==> src/rtl/spie_periph_rxtx.sv <==
// SPI peripheral (slave) receiver/transmitter, CPOL=1/CPHA=1, 8/16/32-bit words,
// MSByte- or LSByte-first, oversampled in the clk domain.
module spie_periph_rxtx #(
   parameter int unsigned sync_stages = 2,
   parameter logic [31:0] idle_word   = 32'hFFFF_FFFF
) (
   input  logic        clk,
   input  logic        rst,
   input  logic        msbytefirst,
   input  logic [1:0]  datawidth,
   input  logic [31:0] data_tx,
   input  logic        tx_wr,
   output logic        tx_empty,
   output logic        tx_underrun,
   output logic [31:0] data_rx,
   output logic        rx_rdy,
   input  logic        rx_ack,
   output logic        rx_overrun,
   output logic        busy,
   input  logic        sclk_in,
   input  logic        mosi_in,
   input  logic        cs_n_in,
   output logic        miso,
   output logic        miso_oe
);

   typedef enum logic {IDLE, SHIFT} state_t;

   localparam logic [1:0] W8  = 2'd0;
   localparam logic [1:0] W16 = 2'd1;
   localparam logic [1:0] W32 = 2'd2;

   function automatic logic [1:0] decode_width(input logic [1:0] dw);
      case (dw)
         2'b10:   return W16;
         2'b01:   return W32;
         default: return W8;
      endcase
   endfunction

   function automatic logic [4:0] last_bit(input logic [1:0] ws);
      case (ws)
         W16:     return 5'd15;
         W32:     return 5'd31;
         default: return 5'd7;
      endcase
   endfunction

   function automatic logic [31:0] byte_swap(input logic [31:0] x, input logic [1:0] ws);
      case (ws)
         W16:     return {16'h0000, x[7:0], x[15:8]};
         W32:     return {x[7:0], x[15:8], x[23:16], x[31:24]};
         default: return {24'h00_0000, x[7:0]};
      endcase
   endfunction

   // Word image inside the shift register is always MSbit-first over W bits;
   // LSByte-first order is obtained by swapping bytes on load and on capture.
   function automatic logic [31:0] wire_order(input logic [31:0] x, input logic [1:0] ws,
                                              input logic msb);
      logic [31:0] m;
      case (ws)
         W16:     m = 32'h0000_FFFF;
         W32:     m = 32'hFFFF_FFFF;
         default: m = 32'h0000_00FF;
      endcase
      return msb ? (x & m) : byte_swap(x, ws);
   endfunction

   state_t state_q, state_d;
   logic [sync_stages-1:0] sclk_sync_q, sclk_sync_d;
   logic [sync_stages-1:0] mosi_sync_q, mosi_sync_d;
   logic [sync_stages-1:0] cs_n_sync_q, cs_n_sync_d;
   logic        sclk_prev_q, sclk_prev_d;
   logic [31:0] tx_buf_q, tx_buf_d;
   logic        tx_empty_q, tx_empty_d;
   logic        tx_underrun_q, tx_underrun_d;
   logic [31:0] tx_sh_q, tx_sh_d;
   logic [30:0] rx_sh_q, rx_sh_d;
   logic [31:0] data_rx_q, data_rx_d;
   logic        rx_rdy_q, rx_rdy_d;
   logic        rx_overrun_q, rx_overrun_d;
   logic [4:0]  bitcnt_q, bitcnt_d;
   logic        word_done_q, word_done_d;
   logic        sampled_q, sampled_d;
   logic [1:0]  wsel_q, wsel_d;
   logic        msb_q, msb_d;

   logic        sclk_s, mosi_s, cs_n_s, rise, fall, load;
   logic [31:0] rx_new, load_src;

   assign sclk_s = sclk_sync_q[sync_stages-1];
   assign mosi_s = mosi_sync_q[sync_stages-1];
   assign cs_n_s = cs_n_sync_q[sync_stages-1];
   assign rise   = sclk_s & ~sclk_prev_q;
   assign fall   = ~sclk_s & sclk_prev_q;

   always_comb begin
      state_d       = state_q;
      sclk_sync_d   = {sclk_sync_q[sync_stages-2:0], sclk_in};
      mosi_sync_d   = {mosi_sync_q[sync_stages-2:0], mosi_in};
      cs_n_sync_d   = {cs_n_sync_q[sync_stages-2:0], cs_n_in};
      sclk_prev_d   = sclk_s;
      tx_buf_d      = tx_buf_q;
      tx_empty_d    = tx_empty_q;
      tx_underrun_d = tx_underrun_q;
      tx_sh_d       = tx_sh_q;
      rx_sh_d       = rx_sh_q;
      data_rx_d     = data_rx_q;
      rx_rdy_d      = rx_rdy_q;
      rx_overrun_d  = rx_overrun_q;
      bitcnt_d      = bitcnt_q;
      word_done_d   = word_done_q;
      sampled_d     = sampled_q;
      wsel_d        = wsel_q;
      msb_d         = msb_q;
      load          = 1'b0;
      rx_new        = {rx_sh_q, mosi_s};
      load_src      = tx_buf_q;

      if (rx_ack) begin
         rx_rdy_d     = 1'b0;
         rx_overrun_d = 1'b0;
      end

      case (state_q)
         IDLE: begin
            if (!cs_n_s) begin
               state_d     = SHIFT;
               wsel_d      = decode_width(datawidth);
               msb_d       = msbytefirst;
               load        = 1'b1;
               bitcnt_d    = 5'd0;
               word_done_d = 1'b0;
               sampled_d   = 1'b0;
            end
         end
         SHIFT: begin
            if (cs_n_s) begin
               state_d     = IDLE;
               bitcnt_d    = 5'd0;
               word_done_d = 1'b0;
               sampled_d   = 1'b0;
            end else if (rise) begin
               rx_sh_d   = rx_new[30:0];
               sampled_d = 1'b1;
               if (bitcnt_q == last_bit(wsel_q)) begin
                  data_rx_d   = wire_order(rx_new, wsel_q, msb_q);
                  rx_rdy_d    = 1'b1;
                  // Completion beats a same-cycle ack; overrun only if the old word was unread.
                  if (rx_rdy_q && !rx_ack) rx_overrun_d = 1'b1;
                  bitcnt_d    = 5'd0;
                  word_done_d = 1'b1;
               end else begin
                  bitcnt_d = bitcnt_q + 5'd1;
               end
            end else if (fall) begin
               // A falling edge only advances MISO after the master has sampled a bit.
               if (word_done_q) begin
                  load        = 1'b1;
                  word_done_d = 1'b0;
               end else if (sampled_q) begin
                  tx_sh_d = {tx_sh_q[30:0], 1'b1};
               end
               sampled_d = 1'b0;
            end
         end
         default: state_d = IDLE;
      endcase

      if (tx_wr) tx_underrun_d = 1'b0;

      if (load) begin
         if (tx_empty_q) begin
            load_src      = idle_word;
            tx_underrun_d = 1'b1;
         end
         tx_sh_d    = wire_order(load_src, wsel_d, msb_d);
         tx_empty_d = 1'b1;
      end

      // A write coinciding with a load refills the buffer after the old word was taken.
      if (tx_wr) begin
         tx_buf_d   = data_tx;
         tx_empty_d = 1'b0;
      end
   end

   always_ff @(posedge clk or posedge rst) begin
      if (rst) begin
         state_q       <= IDLE;
         sclk_sync_q   <= '1;
         mosi_sync_q   <= '1;
         cs_n_sync_q   <= '1;
         sclk_prev_q   <= 1'b1;
         tx_buf_q      <= 32'h0;
         tx_empty_q    <= 1'b1;
         tx_underrun_q <= 1'b0;
         tx_sh_q       <= 32'hFFFF_FFFF;
         rx_sh_q       <= 31'h0;
         data_rx_q     <= 32'h0;
         rx_rdy_q      <= 1'b0;
         rx_overrun_q  <= 1'b0;
         bitcnt_q      <= 5'd0;
         word_done_q   <= 1'b0;
         sampled_q     <= 1'b0;
         wsel_q        <= W8;
         msb_q         <= 1'b1;
      end else begin
         state_q       <= state_d;
         sclk_sync_q   <= sclk_sync_d;
         mosi_sync_q   <= mosi_sync_d;
         cs_n_sync_q   <= cs_n_sync_d;
         sclk_prev_q   <= sclk_prev_d;
         tx_buf_q      <= tx_buf_d;
         tx_empty_q    <= tx_empty_d;
         tx_underrun_q <= tx_underrun_d;
         tx_sh_q       <= tx_sh_d;
         rx_sh_q       <= rx_sh_d;
         data_rx_q     <= data_rx_d;
         rx_rdy_q      <= rx_rdy_d;
         rx_overrun_q  <= rx_overrun_d;
         bitcnt_q      <= bitcnt_d;
         word_done_q   <= word_done_d;
         sampled_q     <= sampled_d;
         wsel_q        <= wsel_d;
         msb_q         <= msb_d;
      end
   end

   assign tx_empty    = tx_empty_q;
   assign tx_underrun = tx_underrun_q;
   assign data_rx     = data_rx_q;
   assign rx_rdy      = rx_rdy_q;
   assign rx_overrun  = rx_overrun_q;
   assign busy        = ~cs_n_s;
   assign miso_oe     = busy;
   assign miso        = (state_q == SHIFT) ? tx_sh_q[last_bit(wsel_q)] : 1'b1;

endmodule

==> config.mk <==
export PLATFORM = sky130hd
export DESIGN_NAME = spie_periph_rxtx
export DESIGN_NICKNAME = d
export VERILOG_FILES = /design/src/rtl/spie_periph_rxtx.sv
export SDC_FILE = /design/constraint.sdc
export NUM_CORES = 1
export LEC_CHECK = 0
export BUFFER_PORTS_ARGS = -buffer_cell sky130_fd_sc_hd__buf_2
export CAP_MARGIN = 20
export CORE_UTILIZATION = 30
export CTS_CLUSTER_SIZE = 24
export DETAILED_ROUTE_END_ITERATION = 7
export GPL_TIMING_DRIVEN = 0
export PLACE_DENSITY = 0.56
export REMOVE_ABC_BUFFERS = 1
export SLEW_MARGIN = 40
export SYNTH_ARGS = -nofsm -noshare
export SYNTH_HDL_FRONTEND = slang
export SYNTH_SLANG_ARGS = --single-unit
==> constraint.sdc <==
create_clock -name clk -period 4.88 [get_ports clk]
set_input_delay 0.732 -clock clk [delete_from_list [all_inputs] [get_ports clk]]
set_output_delay 0.732 -clock clk [all_outputs]
set_load 0.03 [all_outputs]
**Yosys cells after proc, flatten, opt, wreduce, memory -nomap -nowiden**

Cells that the tools add are included.

- Reduce and logical (&&, ||, !) cells: 12
- $add $sub $neg: 1
- Muxes and demuxes: 68
- Bitwise gates (word level): 8
- Equality and inequality tests: 14
- $lt $le $gt $ge: 1

Operators with widths:

| cell | number |
|---|---|
| 32-bit 2-to-1 mux | 16 |
| 32-bit one-hot mux with 2 select lines | 4 |
| 32-bit AND | 2 |
| 5-bit 2-to-1 mux | 7 |
| 1-bit 2-to-1 mux | 32 |
| 5-bit one-hot mux with 2 select lines | 2 |
| 2-bit nonzero test | 4 |
| 2-bit by 1-bit == test with 1-bit output, second input constant | 3 |
| 2-bit == test, second input constant | 3 |
| 5-bit by 6-bit less-than comparator with 1-bit output, second input constant | 1 |
| 2-bit by 1-bit inequality test with 1-bit output, second input constant | 3 |
| 1-bit one-hot mux with 2 select lines | 3 |
| 3-bit AND reduction | 2 |
| 6-bit AND reduction | 1 |
| 5-bit by 1-bit adder with 5-bit output, second input constant | 1 |
| 1-bit binary-select mux with 5-bit select | 1 |
| 5-bit == test | 1 |
| 2-bit 2-to-1 mux | 2 |
| 4-bit by 1-bit inequality test with 1-bit output, second input constant | 1 |
| 4-bit by 3-bit inequality test with 1-bit output, second input constant | 1 |
| 1-bit NOT | 4 |
| 2-bit one-hot mux with 2 select lines | 1 |
| 2-bit AND reduction | 2 |
| 4-bit AND reduction | 1 |
| other kinds (5) | 6 |

- Word-level logic and storage cells: 122
- Input port bits: 42
- Register bits after elaboration: 149
- Output and inout port bits: 39

**Logic depth before layout (Yosys ltp)**

- Depth in word-level cells: 12
- Gate-level depth with buffers: 12
- Depth with buffers taken out: 9

**Worst setup path before layout**

No wires, ideal clock.

- Kind: input-to-reg
- Start: input datawidth[0]
- End: register tx_sh_q[16]
- Arrival: 2.377 ns
- Stages on the path: 11
- Required time: 4.795 ns
- Path buffers: 3
- Setup slack: 2.418 ns
- Setup time: 0.085 ns
- Path through: nand3b_1 -> and2_1 -> ha_1 -> buf_2 -> nor2b_1 -> and3_1 -> clkbuf_1 -> o21a_1 -> nor2_4 -> buf_6 -> a211oi_2

- Word-level cells in the longest chain between the ends: 10
- Elaborated cells on any way between the ends: 13
- Classes of those cells: 4 x eq/ne; 8 x mux; 1 x bitwise

Ends and longest elaborated chain:

| item | RTL line | RTL |
|---|---|---|
| start: declaration | 10 | `input logic [1:0] datawidth,` |
| 2-bit by 1-bit == test with 1-bit output / 2-bit == test (equally long branches) | 34 | `case (dw)` |
| 2-bit one-hot mux with 2 select lines * | 34 |  |
| 2-bit 2-to-1 mux * | 128 | `if (!cs_n_s) begin` |
| 2-bit 2-to-1 mux * | 126 | `case (state_q)` |
| 2-bit == test / 2-bit by 1-bit == test with 1-bit output (equally long branches) | 50, 62 |  |
| 32-bit one-hot mux with 2 select lines | 62 | `case (ws)` |
| 32-bit 2-to-1 mux | 173 | `if (load) begin` |
| 32-bit AND | 67 | `return msb ? (x & m) : byte_swap(x, ws);` |
| 32-bit 2-to-1 mux * | 67 |  |
| 32-bit 2-to-1 mux * | 173 |  |
| end signal: assignment | 218 | `tx_sh_q <= tx_sh_d;` |
| end: declaration | 78 | `logic [31:0] tx_sh_q, tx_sh_d;` |

Mark *: on every way between the ends. The rest lies on a longest branch, timed or not. The select of a mux whose other input is x is not followed.
A chain may end at the register's enable or synchronous reset.

**Worst setup path in the final report**

- Start: register state_q
- End: register tx_sh_q[26]

- Word-level cells in the longest chain between the ends: 7
- Elaborated cells on any way between the ends: 19
- Classes of those cells: 5 x eq/ne; 8 x mux; 2 x bitwise; 4 x reduce/logical

Ends and longest elaborated chain:

| item | RTL line | RTL |
|---|---|---|
| start: declaration | 70 | `state_t state_q, state_d;` |
| start signal: assignment | 210 | `state_q <= state_d;` |
| 2-bit 2-to-1 mux * | 126 |  |
| net wsel_d[1] | 86 | `logic [1:0] wsel_q, wsel_d;` |
| 2-bit == test / 2-bit by 1-bit == test with 1-bit output (equally long branches) | 50, 62 |  |
| 32-bit one-hot mux with 2 select lines | 62 |  |
| 32-bit 2-to-1 mux | 173 |  |
| 32-bit AND | 67 |  |
| 32-bit 2-to-1 mux * | 67 |  |
| 32-bit 2-to-1 mux * | 173 |  |

Mark *: on every way through the listed nets, which the timed path passes. The rest lies on a longest branch. The select of a mux whose other input is x is not followed.

==> summary.md <==
| Metric | Value |
|---|---|
| Status | finished, final reports clean |
| Post-CTS Repair Setup Buffers | 0 |
| Crit path DAT | 3650 ps |
| Pwr/cell area | 390 nW/um2 |
| CTS tree | done |
| Routability cong. | 0.759 |
| Clock skew | between 10 and 15 ps |
| # fillers | 2309 |
| Num CTS Buffers | 17 |
| Slew Viols, Final | 0 |
| Final period util | 68.0% |
| Final setup violation count | 0 |
| Type of origin of the critical path | flip-flop |
| Iter 0 DRT Violations | 321 |
| Cells along the critical path | nor2_1 -> nand3b_1 -> nand2_1 -> ha_1 -> nor2b_1 -> and3_1 -> o21a_1 -> nor2_4 -> a211oi_1 |
| Worst skew pair latency | between 400 and 500 ps |
| # rows | 55 |
| Core area | 22800 um2 |
| Hold-critical path depth | 0 |
| Count of input and output buffers | 80 |
| Number of global-route vias before repair | around 5000 |
| Max Fanout on Critical Path | 19 |
| Min-Delay Endpoint | sclk_sync_q[1] |
| Main synth FF type | dfrtp_1 |
| Syn Inst Count | 636 |
| Area Growth Syn to Fin | 18.3% |
| Overall Global Routing Usage | 15.1% |
| Nets | 736 |
| Die area | 24000 um2 |
| WL final | 17.1 mm |
| Max incr delay on CP | 730 ps |
| Fraction of registers with async set/reset | 100% |
| Final ANT Viol Nets | 0 |
| Worst path bufs/invs | 0 |
| Kind of critical path | reg2reg |
| Post_cts resized | 0 |
| Root buffer selected by CTS | clkbuf_16 |
| Initial Util | 30.7% |
| FF-to-FF Start | state_q |
| Fmax | 0.301 GHz |
| Hold buffers post-CTS | 0 |
| Clk sink count | 149 |
| Via density | 5.09 |
| Critical path capture point type | flip-flop |
| Syn Area/Cell | 11.0 um2 |
| Slew HR | 43.4% |
| Sequential share of the synthesized area | a little over half |
| Ant. Diodes | 0 |
| Initial antenna violation count | 0 |
| Worst EP required | 5210 ps |
| YS warnings | 0 |
| Area occupied by multi-input gates | 2970 um2 |
| Netlist Area Pre-Place | ~7000 um2 |
| Max_cap viols | 0 |
| Vias | 5150 |
| FF-to-FF path depth | 9 |
| Final hold viol count | 0 |
| Drt wl/cell | 16.9 um |
| Post-synth EDFFs | 0 |
| Largest net degree at the start of global routing | 76 |
| Die height | 155 um |
| Hold_sp | sclk_sync_q[0] |
| Distinct cell type count after synthesis | 55 |
| First-pass GRT wire length | 28.2 mm |
| GR Overflow Total | 0 |
| Maximum clock path buffer count | 2 |
| Clock transition at path regs | around 60 ps |
| RR Endpoint | tx_sh_q[26] |
| Leakage | 3.59 nW |
| Dpl ws | 1450 ps |
| Drt pass-1 iters | 5 |
| Max H-tree Level | 4 |
| HPWL after DPL | ~11 mm |
| Layout cells sized above 1 | between 30% and 40% |
| Post-route setup slack | 1560 ps |
| Worst R2R Setup Slack | roughly 1600 ps |
| Die width | 155 um |
| Yosys reg bits | about 150 |
| Delay-heaviest family, CP | simple AND/OR/NAND/NOR gates |
| Reg area | 3780 um2 |
| Residual DRC | 0 |
| Hold WC Path Type | reg2reg |
| Final min period | 3320 ps |
| Slowest CP cell | ha_1 |
| VDD IR-drop max | between 200 and 250 uV |
| Worst Tran Pin Value | 849 ps |
| Tot Pwr | 0.00323 W |
| Unrepaired setup endpoints after global routing | no |
| IO Count | 81 |
-- final cells by class --
type / instances / area share (%)
flip-flops and latches: 149 / 45.6
clock inverters: 8 / 1.50
clock buffers: 24 / 5.93
multi-input cells: 420 / 35.8
inverters: 14 / 0.725
well taps: 313 / 4.73
repair buffers: 83 / 5.68
-- synth_stat cells, drive strengths merged, types with 2 or more instances --
cell | instances | share of area (%)
dfrtp | 108 | 39
nor2 | 74 | 4.1
mux2 | 63 | 10
a22oi | 46 | 4.9
nand2 | 44 | 2.4
dfstp | 41 | 15
clkbuf | 29 | 1.6
o21ai | 29 | 2.1
buf | 24 | 2.0
nor3 | 23 | 1.7
a221oi | 16 | 2.0
a211oi | 14 | 2.1
inv | 14 | 0.75
a21oi | 12 | 0.86
nand3 | 12 | 0.86
a31oi | 11 | 0.98
ha | 9 | 1.6
o311ai | 8 | 1.0
o31ai | 8 | 0.86
a221o | 7 | 1.0
a311oi | 7 | 0.88
and2 | 4 | 0.36
nand2b | 3 | 0.27
or2 | 3 | 0.27
a211o | 2 | 0.25
a21boi | 2 | 0.27
and3 | 2 | 0.18
nand3b | 2 | 0.21
nor2b | 2 | 0.18
xor2 | 2 | 0.25
-- through the flow --
step	area (um2)	instances	util, %	hold WS [ps]	TNS [ps]
detailed placement	7650	979	33.6	347	0
finish	8290	1011	36.4	355	0
global route	8290	1011	36.4	356	0
floorplan	6750	583	-	345	0
CTS	8270	1011	36.3	356	0
global placement	7550	976	33.1	346	-188710
-- report_power, final --
part / switching, W / internal [W]
sequential: 0.0000990 / 0.00138
combinational: 0.000220 / 0.000161
clock: 0.000516 / 0.000858
total: 0.000836 / 0.00240
-- per-layer routing --
metal  vias up  GRT usage (%)  share of wire [%]
met1      2570           20.0                 47
met5         -              0                  0
met4         0           5.33                1.5
li1       2438              -                  -
met3        21           3.39                4.1
met2       121           24.2                 47
-- worst reg2reg max path: stages, from the launching register on --
cell,delay (ps)
dfrtp_1,460
nor2_1,300
nand3b_1,120
nand2_1,140
ha_1,730
nor2b_1,230
and3_1,610
o21a_1,270
nor2_4,120
a211oi_1,240
-- cell usage in the layout, fill, tap and decap left out, drive strengths merged, types with 3 or more instances in the layout --
cell and count:
nand2b 3, a221oi 16, a211oi 14, mux2 63
nor2 74, bufinv 3, nand3 12, a221o 7
o21ai 29, a22oi 46, o311ai 8, buf 83
nor3 23, and2 4, dfrtp 108, dfstp 41
nand2 44, ha 9, inv 14, a21oi 12
or2 3, clkbuf 24, a311oi 7, o31ai 8
a31oi 11, clkinv 3
-- cells by family after synthesis --
group	after synthesis	synth area share [%]
buffers and inverters	67	4.29
XOR/XNOR	3	0.375
multiplexers	65	10.6
AND/OR/NAND/NOR	176	11.3
AO/OA/AOI/OAI	167	17.8
flip-flops	149	54.0
adder cells (fa/ha/maj)	9	1.61
-- worst max-delay path by stage --
stage	startpoint	endpoint	slack, ps	cells after the start
5_1_grt	state_q	tx_sh_q[28]	1280	9
3_3_place_gp	rst	bitcnt_q[1]	-1720	2
6_report	state_q	tx_sh_q[26]	1560	9
2_1_floorplan	rst	bitcnt_q[0]	210	1
4_1_cts	state_q	tx_sh_q[26]	1520	9
3_5_place_dp	datawidth[1]	tx_sh_q[31]	1450	9
-- state kept, by name (all words and copies together) (netlist names), 2 cells and up --
register / count
sclk_sync_q: 2
bitcnt_q: 5
mosi_sync_q: 2
tx_sh_q: 32
rx_sh_q: 31
cs_n_sync_q: 2
tx_buf_q: 32
wsel_q: 2
data_rx: 32
Power figures use the tool's default switching activity.
